[src/rtl/riscv_lsu_pkg.sv]
// Shared definitions for the D-memory load/store unit: access sizes,
// byte-lane masks, FSM state encoding and the latched request record.
package riscv_lsu_pkg;

    // Access size encodings as presented on REQ_SIZE
    localparam logic [1:0] SZ_B = 2'b00;
    localparam logic [1:0] SZ_H = 2'b01;
    localparam logic [1:0] SZ_W = 2'b10;

    // Right-aligned byte-lane masks for each size
    localparam logic [3:0] LM_B = 4'b0001;
    localparam logic [3:0] LM_H = 4'b0011;
    localparam logic [3:0] LM_W = 4'b1111;

    // Access sequencer states
    typedef enum logic [2:0] {
        IDLE = 3'd0,
        ACC1 = 3'd1,
        ACC2 = 3'd2,
        CAP  = 3'd3,
        RESP = 3'd4
    } lsu_state_e;

    // Fields of an accepted request that outlive the accept cycle
    typedef struct packed {
        logic        we;
        logic [1:0]  size;
        logic        uns;
        logic [1:0]  off;
        logic        split;
        logic [3:0]  mask_hi;
        logic [31:0] img_hi;
    } lsu_req_t;

    // Size code 11 is handled as a full word
    function automatic logic [3:0] lane_mask(input logic [1:0] size);
        case (size)
            SZ_B:    lane_mask = LM_B;
            SZ_H:    lane_mask = LM_H;
            default: lane_mask = LM_W;
        endcase
    endfunction

endpackage

[src/rtl/dmem_lsu_align.sv]
// Byte-lane alignment for the LSU: builds the two-word lane mask and write
// image for stores, and extracts/extends load data from a two-word window.
module dmem_lsu_align
    import riscv_lsu_pkg::*;
(
    input  logic [1:0]  wr_size,
    input  logic [1:0]  wr_off,
    input  logic [31:0] wr_data,
    output logic [7:0]  wr_mask,
    output logic [63:0] wr_image,
    input  logic [1:0]  rd_size,
    input  logic [1:0]  rd_off,
    input  logic        rd_uns,
    input  logic [63:0] rd_words,
    output logic [31:0] rd_data
);

    logic [31:0] rd_sh;

    // Shift store mask/data into place across two words; shift load data down and extend
    always_comb begin
        wr_mask  = {4'b0000, lane_mask(wr_size)} << wr_off;
        wr_image = {32'd0, wr_data} << {wr_off, 3'b000};
        rd_sh    = 32'(rd_words >> {rd_off, 3'b000});
        case (rd_size)
            SZ_B:    rd_data = {{24{~rd_uns & rd_sh[7]}}, rd_sh[7:0]};
            SZ_H:    rd_data = {{16{~rd_uns & rd_sh[15]}}, rd_sh[15:0]};
            default: rd_data = rd_sh;
        endcase
    end

endmodule

[src/rtl/dmem_lsu.sv]
// Load/store unit between the MEM stage and the single-port data SRAM.
// One request per handshake; accesses crossing a word boundary take two
// SRAM cycles. All MEM_* and RSP_* outputs come straight from flops.
module dmem_lsu
    import riscv_lsu_pkg::*;
#(
    parameter int AWIDTH = 12
) (
    input  logic              CLK,
    input  logic              RST,
    input  logic              REQ_VALID,
    output logic              REQ_READY,
    input  logic              REQ_WE,
    input  logic [1:0]        REQ_SIZE,
    input  logic              REQ_UNSIGNED,
    input  logic [31:0]       REQ_ADDR,
    input  logic [31:0]       REQ_WDATA,
    output logic              RSP_VALID,
    output logic [31:0]       RSP_RDATA,
    output logic              RSP_ERR,
    output logic              MEM_CSN,
    output logic              MEM_WEN,
    output logic [AWIDTH-1:0] MEM_ADDR,
    output logic [3:0]        MEM_BE,
    output logic [31:0]       MEM_DI,
    input  logic [31:0]       MEM_DOUT
);

    lsu_state_e        state;
    lsu_req_t          req_q;
    logic [31:0]       lo_q;

    logic [7:0]        wr_mask;
    logic [63:0]       wr_image;
    logic [63:0]       rd_words;
    logic [31:0]       rd_data;
    logic [AWIDTH-1:0] req_word;
    logic              req_split;
    logic              req_err;

    assign REQ_READY = (state == IDLE);

    // Word index, split detection and range check for the request on the port
    always_comb begin
        req_word  = REQ_ADDR[AWIDTH+1:2];
        req_split = |wr_mask[7:4];
        // No wrap from the top word back to word 0
        req_err   = ((REQ_ADDR >> (AWIDTH + 2)) != 32'd0) ||
                    (req_split && (req_word == {AWIDTH{1'b1}}));
    end

    // In CAP the second (or only) read word is on MEM_DOUT; the first word of a
    // split load was parked in lo_q during ACC2
    always_comb begin
        if (req_q.split) rd_words = {MEM_DOUT, lo_q};
        else             rd_words = {32'd0, MEM_DOUT};
    end

    dmem_lsu_align u_align (
        .wr_size  (REQ_SIZE),
        .wr_off   (REQ_ADDR[1:0]),
        .wr_data  (REQ_WDATA),
        .wr_mask  (wr_mask),
        .wr_image (wr_image),
        .rd_size  (req_q.size),
        .rd_off   (req_q.off),
        .rd_uns   (req_q.uns),
        .rd_words (rd_words),
        .rd_data  (rd_data)
    );

    // Access sequencer with registered SRAM and response outputs
    always_ff @(posedge CLK or posedge RST) begin
        if (RST) begin
            state     <= IDLE;
            req_q     <= '0;
            lo_q      <= '0;
            MEM_CSN   <= 1'b1;
            MEM_WEN   <= 1'b1;
            MEM_BE    <= 4'b0000;
            MEM_ADDR  <= '0;
            MEM_DI    <= '0;
            RSP_VALID <= 1'b0;
            RSP_RDATA <= '0;
            RSP_ERR   <= 1'b0;
        end else begin
            case (state)
                IDLE: begin
                    if (REQ_VALID) begin
                        req_q.we      <= REQ_WE;
                        req_q.size    <= REQ_SIZE;
                        req_q.uns     <= REQ_UNSIGNED;
                        req_q.off     <= REQ_ADDR[1:0];
                        req_q.split   <= req_split;
                        req_q.mask_hi <= wr_mask[7:4];
                        req_q.img_hi  <= wr_image[63:32];
                        if (req_err) begin
                            // Out-of-range: answer immediately, never touch the SRAM
                            state     <= RESP;
                            RSP_VALID <= 1'b1;
                            RSP_ERR   <= 1'b1;
                            RSP_RDATA <= '0;
                        end else begin
                            state    <= ACC1;
                            MEM_CSN  <= 1'b0;
                            MEM_WEN  <= ~REQ_WE;
                            MEM_ADDR <= req_word;
                            MEM_BE   <= wr_mask[3:0];
                            MEM_DI   <= wr_image[31:0];
                        end
                    end
                end
                ACC1: begin
                    if (req_q.split) begin
                        // Second word of a split access; WEN carries over
                        state    <= ACC2;
                        MEM_CSN  <= 1'b0;
                        MEM_ADDR <= MEM_ADDR + 1'b1;
                        MEM_BE   <= req_q.mask_hi;
                        MEM_DI   <= req_q.img_hi;
                    end else begin
                        MEM_CSN <= 1'b1;
                        MEM_WEN <= 1'b1;
                        MEM_BE  <= 4'b0000;
                        if (!req_q.we) begin
                            state <= CAP;
                        end else begin
                            state     <= RESP;
                            RSP_VALID <= 1'b1;
                            RSP_ERR   <= 1'b0;
                            RSP_RDATA <= '0;
                        end
                    end
                end
                ACC2: begin
                    MEM_CSN <= 1'b1;
                    MEM_WEN <= 1'b1;
                    MEM_BE  <= 4'b0000;
                    if (!req_q.we) begin
                        // Read data of the first word arrives now
                        lo_q  <= MEM_DOUT;
                        state <= CAP;
                    end else begin
                        state     <= RESP;
                        RSP_VALID <= 1'b1;
                        RSP_ERR   <= 1'b0;
                        RSP_RDATA <= '0;
                    end
                end
                CAP: begin
                    state     <= RESP;
                    RSP_VALID <= 1'b1;
                    RSP_ERR   <= 1'b0;
                    RSP_RDATA <= rd_data;
                end
                RESP: begin
                    state     <= IDLE;
                    RSP_VALID <= 1'b0;
                    RSP_ERR   <= 1'b0;
                    RSP_RDATA <= '0;
                end
                default: begin
                    state   <= IDLE;
                    MEM_CSN <= 1'b1;
                    MEM_WEN <= 1'b1;
                    MEM_BE  <= 4'b0000;
                end
            endcase
        end
    end

endmodule

[config.mk]
export PLATFORM = sky130hd
export DESIGN_NAME = dmem_lsu
export DESIGN_NICKNAME = d
export VERILOG_FILES = /design/src/rtl/riscv_lsu_pkg.sv /design/src/rtl/dmem_lsu_align.sv /design/src/rtl/dmem_lsu.sv
export SDC_FILE = /design/constraint.sdc
export NUM_CORES = 1
export LEC_CHECK = 0
export CAP_MARGIN = 20
export CORE_MARGIN = 2
export CORE_UTILIZATION = 52
export CTS_CLUSTER_SIZE = 40
export DETAILED_ROUTE_END_ITERATION = 8
export GPL_ROUTABILITY_DRIVEN = 0
export PLACE_DENSITY = 0.9
export SETUP_SLACK_MARGIN = 0.2
export SLEW_MARGIN = 30
export SYNTH_ARGS = -nofsm -noshare
export SYNTH_HDL_FRONTEND = slang
export SYNTH_SLANG_ARGS = --single-unit
[constraint.sdc]
create_clock -name CLK -period 6.4 [get_ports CLK]
set_clock_uncertainty 0.2 [all_clocks]
set_input_delay 1.28 -clock CLK [delete_from_list [all_inputs] [get_ports CLK]]
set_output_delay 1.28 -clock CLK [all_outputs]
set_load 0.01 [all_outputs]
==> metrics.md <==
| Metric | Value |
|---|---|
| Leakage | `4.83 nW` |
| Most used DFF post-synth | `dfrtp_1` |
| Initial DRT Pass Iterations | `5` |
| FF-to-FF path depth | `6` |
| Post-CTS Resized | `0` |
| CP bufs+invs | `2` |
| Clk sinks | `153` |
| CTS root buf | `clkbuf_16` |
| Total gr overflow | `0` |
| CP endpoint | `MEM_DI[10]` |
| Post-Syn Area per Cell | `~10 um^2` |
| Seq. cell area | `0.00383 mm^2` |
| Switching share of power | `32.5%` |
| Slew headroom | `38.8%` |
| Worst hold path cell count | `2` |
| Min cycle time layout | `approximately 4.0 ns` |
| Num ports | `188` |
| Die area | `0.0182 mm^2` |
| Combinational Power Share | `a little under a third` |
| Sequential Power Share | `39.2%` |
| Largest area contributor in the netlist | `dfrtp_1` |
| Buffers on Ports | `about 190` |
| Max-cap violations | `0` |
| Total negative slack | `0 ns` |
| Worst setup startpoint | `REQ_ADDR[0]` |
| Crit path largest cell delay | `0.69 ns` |
| CTS Buf Count | `17` |
| Hold Startpoint | `req_q[19]` |
| DRT iter0 DRCs | `1020` |
| Fmax | `250 MHz` |
| Diode count | `0` |
| Post-CTS setup buffers | `0` |
| Gr usage total | `29.6%` |
| Layout cell share with drive strength beyond 1 | `approximately 15%` |
| Slowest-stage cell, CP | `buf_2` |
| Async set-reset flop share out of synthesis | `100%` |
| Wire per inst | `about 21 um` |
| H-tree levels | `4` |
| Netlist Area Pre-Place | `0.00889 mm^2` |
| R2r setup slk | `about 3.0 ns` |
| Inst Count DP | `1228` |
| Vias per inst | `roughly 6.5` |
| Vias in the first global route | `8127` |
| Core box area | `0.0166 mm^2` |
| Crit-path cells | `buf_2, o21ai_0, a2111o_1, nand4_1, buf_4, nand2_1, mux2_2` |
| PD cells | `around 320 mW/mm^2` |
| # rows | `47` |
| Hold Fails Final Rpt | `0` |
| Startpoint types | `input pin` |
| CP Max Fanout | `44` |
| Max Slew Vio Count | `0` |
| Post-Route WL | `26400 um` |
| RSZ-0062 raised after global routing | `false` |
| Switch Pwr | `approximately 0.0012 W` |
| Routed Antenna Nets | `0` |
| Stages on the worst setup path | `7` |
| Synth area leaders | `dfrtp_1, mux2_2, mux2i_1` |
| DRC Markers | `0` |
| Largest net degree at the start of global routing | `109` |
| Die width | `135 um` |
| Initial antenna violation count | `0` |
| Syn Inst Count | `886` |
| Worst r2r src | `state[1]` |
| Final setup viols | `0` |
| Worst-margin pin slew | `0.918 ns` |
| Synth top area share | `42.5%` |
| Detailed placement HPWL | `17500 um` |
| Worst reg2reg path endpoint | `MEM_DI[10]` |
| Post-synthesis cell type count | `73` |
| Clock slew at reported path FFs | `0.06 ns` |
| Cell Area, Placed | `roughly 0.011 mm^2` |
| Post-CTS Hold Fix Bufs | `0` |
| Clock Latency Late Sink | `0.43 ns` |
| CTS tree | `built` |
| Yosys reg bits | `between 150 and 200` |
| Critical Path RT | `6.52 ns` |
| Worst setup path category | `input pin to flop` |
| Routed vias | `8192` |
| Run status | `completed` |
| First-pass GRT wire length | `42300 um` |
| Period utilisation layout | `62.5%` |
| Design area | `0.0114 mm^2` |
| Non-Filler Instances | `1261` |
| Die extent in y | `135 um` |
| Post-synthesis sequential area ratio | `a little over two fifths` |
| Post-synth EDFFs | `0` |
| Final #Nets | `around 1100` |
| Starting Density | `53.4%` |
| Area of the multi-input gates | `~0.0047 mm^2` |
| Cell Int Power | `0.00247 W` |
| Clock Path Buffers | `2` |
| Clock power frac | `~29%` |
| IR Drop Worst-Case VDD | `0.000195 V` |
| Crit path max-delay family | `buffers and inverters` |
| Post-Syn Nets | `990` |
| Final Power | `0.00366 W` |
| Min-delay worst type | `flop to flop` |
| Critical Path AT | `about 4.1 ns` |
| FILL cells | `approximately 1200` |
| Synth warn | `0` |
| Worst Setup End Kind | `flop` |
| Area grow syn2layout | `28.4%` |
-- synthesized netlist by cell type (7+ instances only) --
master / n
a21o_1: 9
a21oi_1: 40
a221o_1: 15
a221oi_1: 13
a22oi_1: 12
a31oi_1: 11
buf_1: 8
buf_2: 14
buf_4: 7
clkbuf_1: 40
dfrtp_1: 151
inv_1: 10
mux2_2: 68
mux2i_1: 52
mux4_2: 15
nand2_1: 111
nand3_1: 50
nor2_1: 66
nor3_1: 10
o211ai_1: 9
o21ai_0: 50
o22a_1: 9
o2bb2ai_1: 10
o31ai_1: 10
-- layout make-up --
cell class                 instances  share of cell area [%]
multi-input combinational        645                    40.9
timing repair buffer             199                    17.3
tap                              220                    2.41
clock inverter                    11                    1.37
sequential                       153                    33.6
inverter                          12                   0.460
clock buffer                      21                    4.03
-- cells in the final DEF, fill, tap and decap left out, types with 4 or more instances in the layout --
cell type,n
a21o_1,9
and3_1,6
a22oi_1,12
mux2i_1,52
o211ai_1,9
mux2_2,68
clkbuf_16,17
a22o_1,5
a2111oi_0,6
dfrtp_1,149
buf_4,11
a31oi_1,11
nor4_1,4
a221o_1,15
o31ai_1,10
nand3_1,50
o22ai_1,4
inv_1,9
o21ai_0,50
nor2_1,65
nand2_1,110
mux4_2,15
nor3_1,9
a221oi_1,13
inv_6,4
a21oi_1,40
o22a_1,9
clkdlybuf4s50_1,185
o2bb2ai_1,10
nand4_1,6
-- logic make-up after synthesis --
logic type	synth area share, %
AND/OR/NAND/NOR	13.9
adder cells (fa/ha/maj)	0.141
flip-flops	43.1
AO/OA/AOI/OAI	19.5
XOR/XNOR	0.0985
buffers and inverters	4.73
multiplexers	18.6
-- sequential cells by signal, summed over array words and instances, names as in the netlist --
| register | cells |
|---|---|
| RSP_RDATA | 32 |
| RSP_VALID | 1 |
| MEM_DI | 32 |
| MEM_ADDR | 12 |
| MEM_BE | 4 |
| state | 3 |
| req_q | 34 |
| MEM_WEN | 1 |
| lo_q | 32 |
| MEM_CSN | 1 |
| RSP_ERR | 1 |
-- power by group through the flow --
| stage | combinational, W | sequential (W) | clock (W) |
|---|---|---|---|
| 2_1_floorplan | 0.000669 | 0.00141 | 0 |
| 3_5_place_dp | 0.00114 | 0.00144 | 0 |
| 6_report | 0.00116 | 0.00143 | 0.00106 |
| 3_3_place_gp | 0.00110 | 0.00142 | 0 |
| 5_1_grt | 0.00125 | 0.00147 | 0.00110 |
| 4_1_cts | 0.00115 | 0.00143 | 0.00106 |
-- per-stage QoR --
step | setup slack, ns | utilization [%] | hold WS, ns
after floorplan | 0.802 | - | 0.233
after global placement | 2.07 | 64.6 | 0.245
after detailed placement | 2.08 | 64.7 | 0.255
after CTS | 2.44 | 68.4 | 0.269
after global routing | 2.23 | 68.6 | 0.301
final | 2.40 | 68.6 | 0.271
-- worst min-delay path: cells and delay by family (launching register included) --
kind	cells	cell delay [ns]
and+or+nand+nor	2	0.10
DFF	1	0.34
-- worst min-delay path by stage --
stage / endpoint / slack [ns]
2_1_floorplan: req_q[16] / 0.23
3_3_place_gp: req_q[22] / 0.24
3_5_place_dp: req_q[17] / 0.26
4_1_cts: req_q[17] / 0.27
5_1_grt: req_q[10] / 0.30
6_report: req_q[19] / 0.27
-- layer usage --
layer	GRT usage (%)	wire length [um]	vias to the layer above
met5	0	0	-
met4	14.2	1080	0
met3	5.82	2290	95
met2	47.6	12900	507
met1	38.6	10100	3988
li1	-	-	3602
Note: power is estimated with default switching activity, not from simulation.
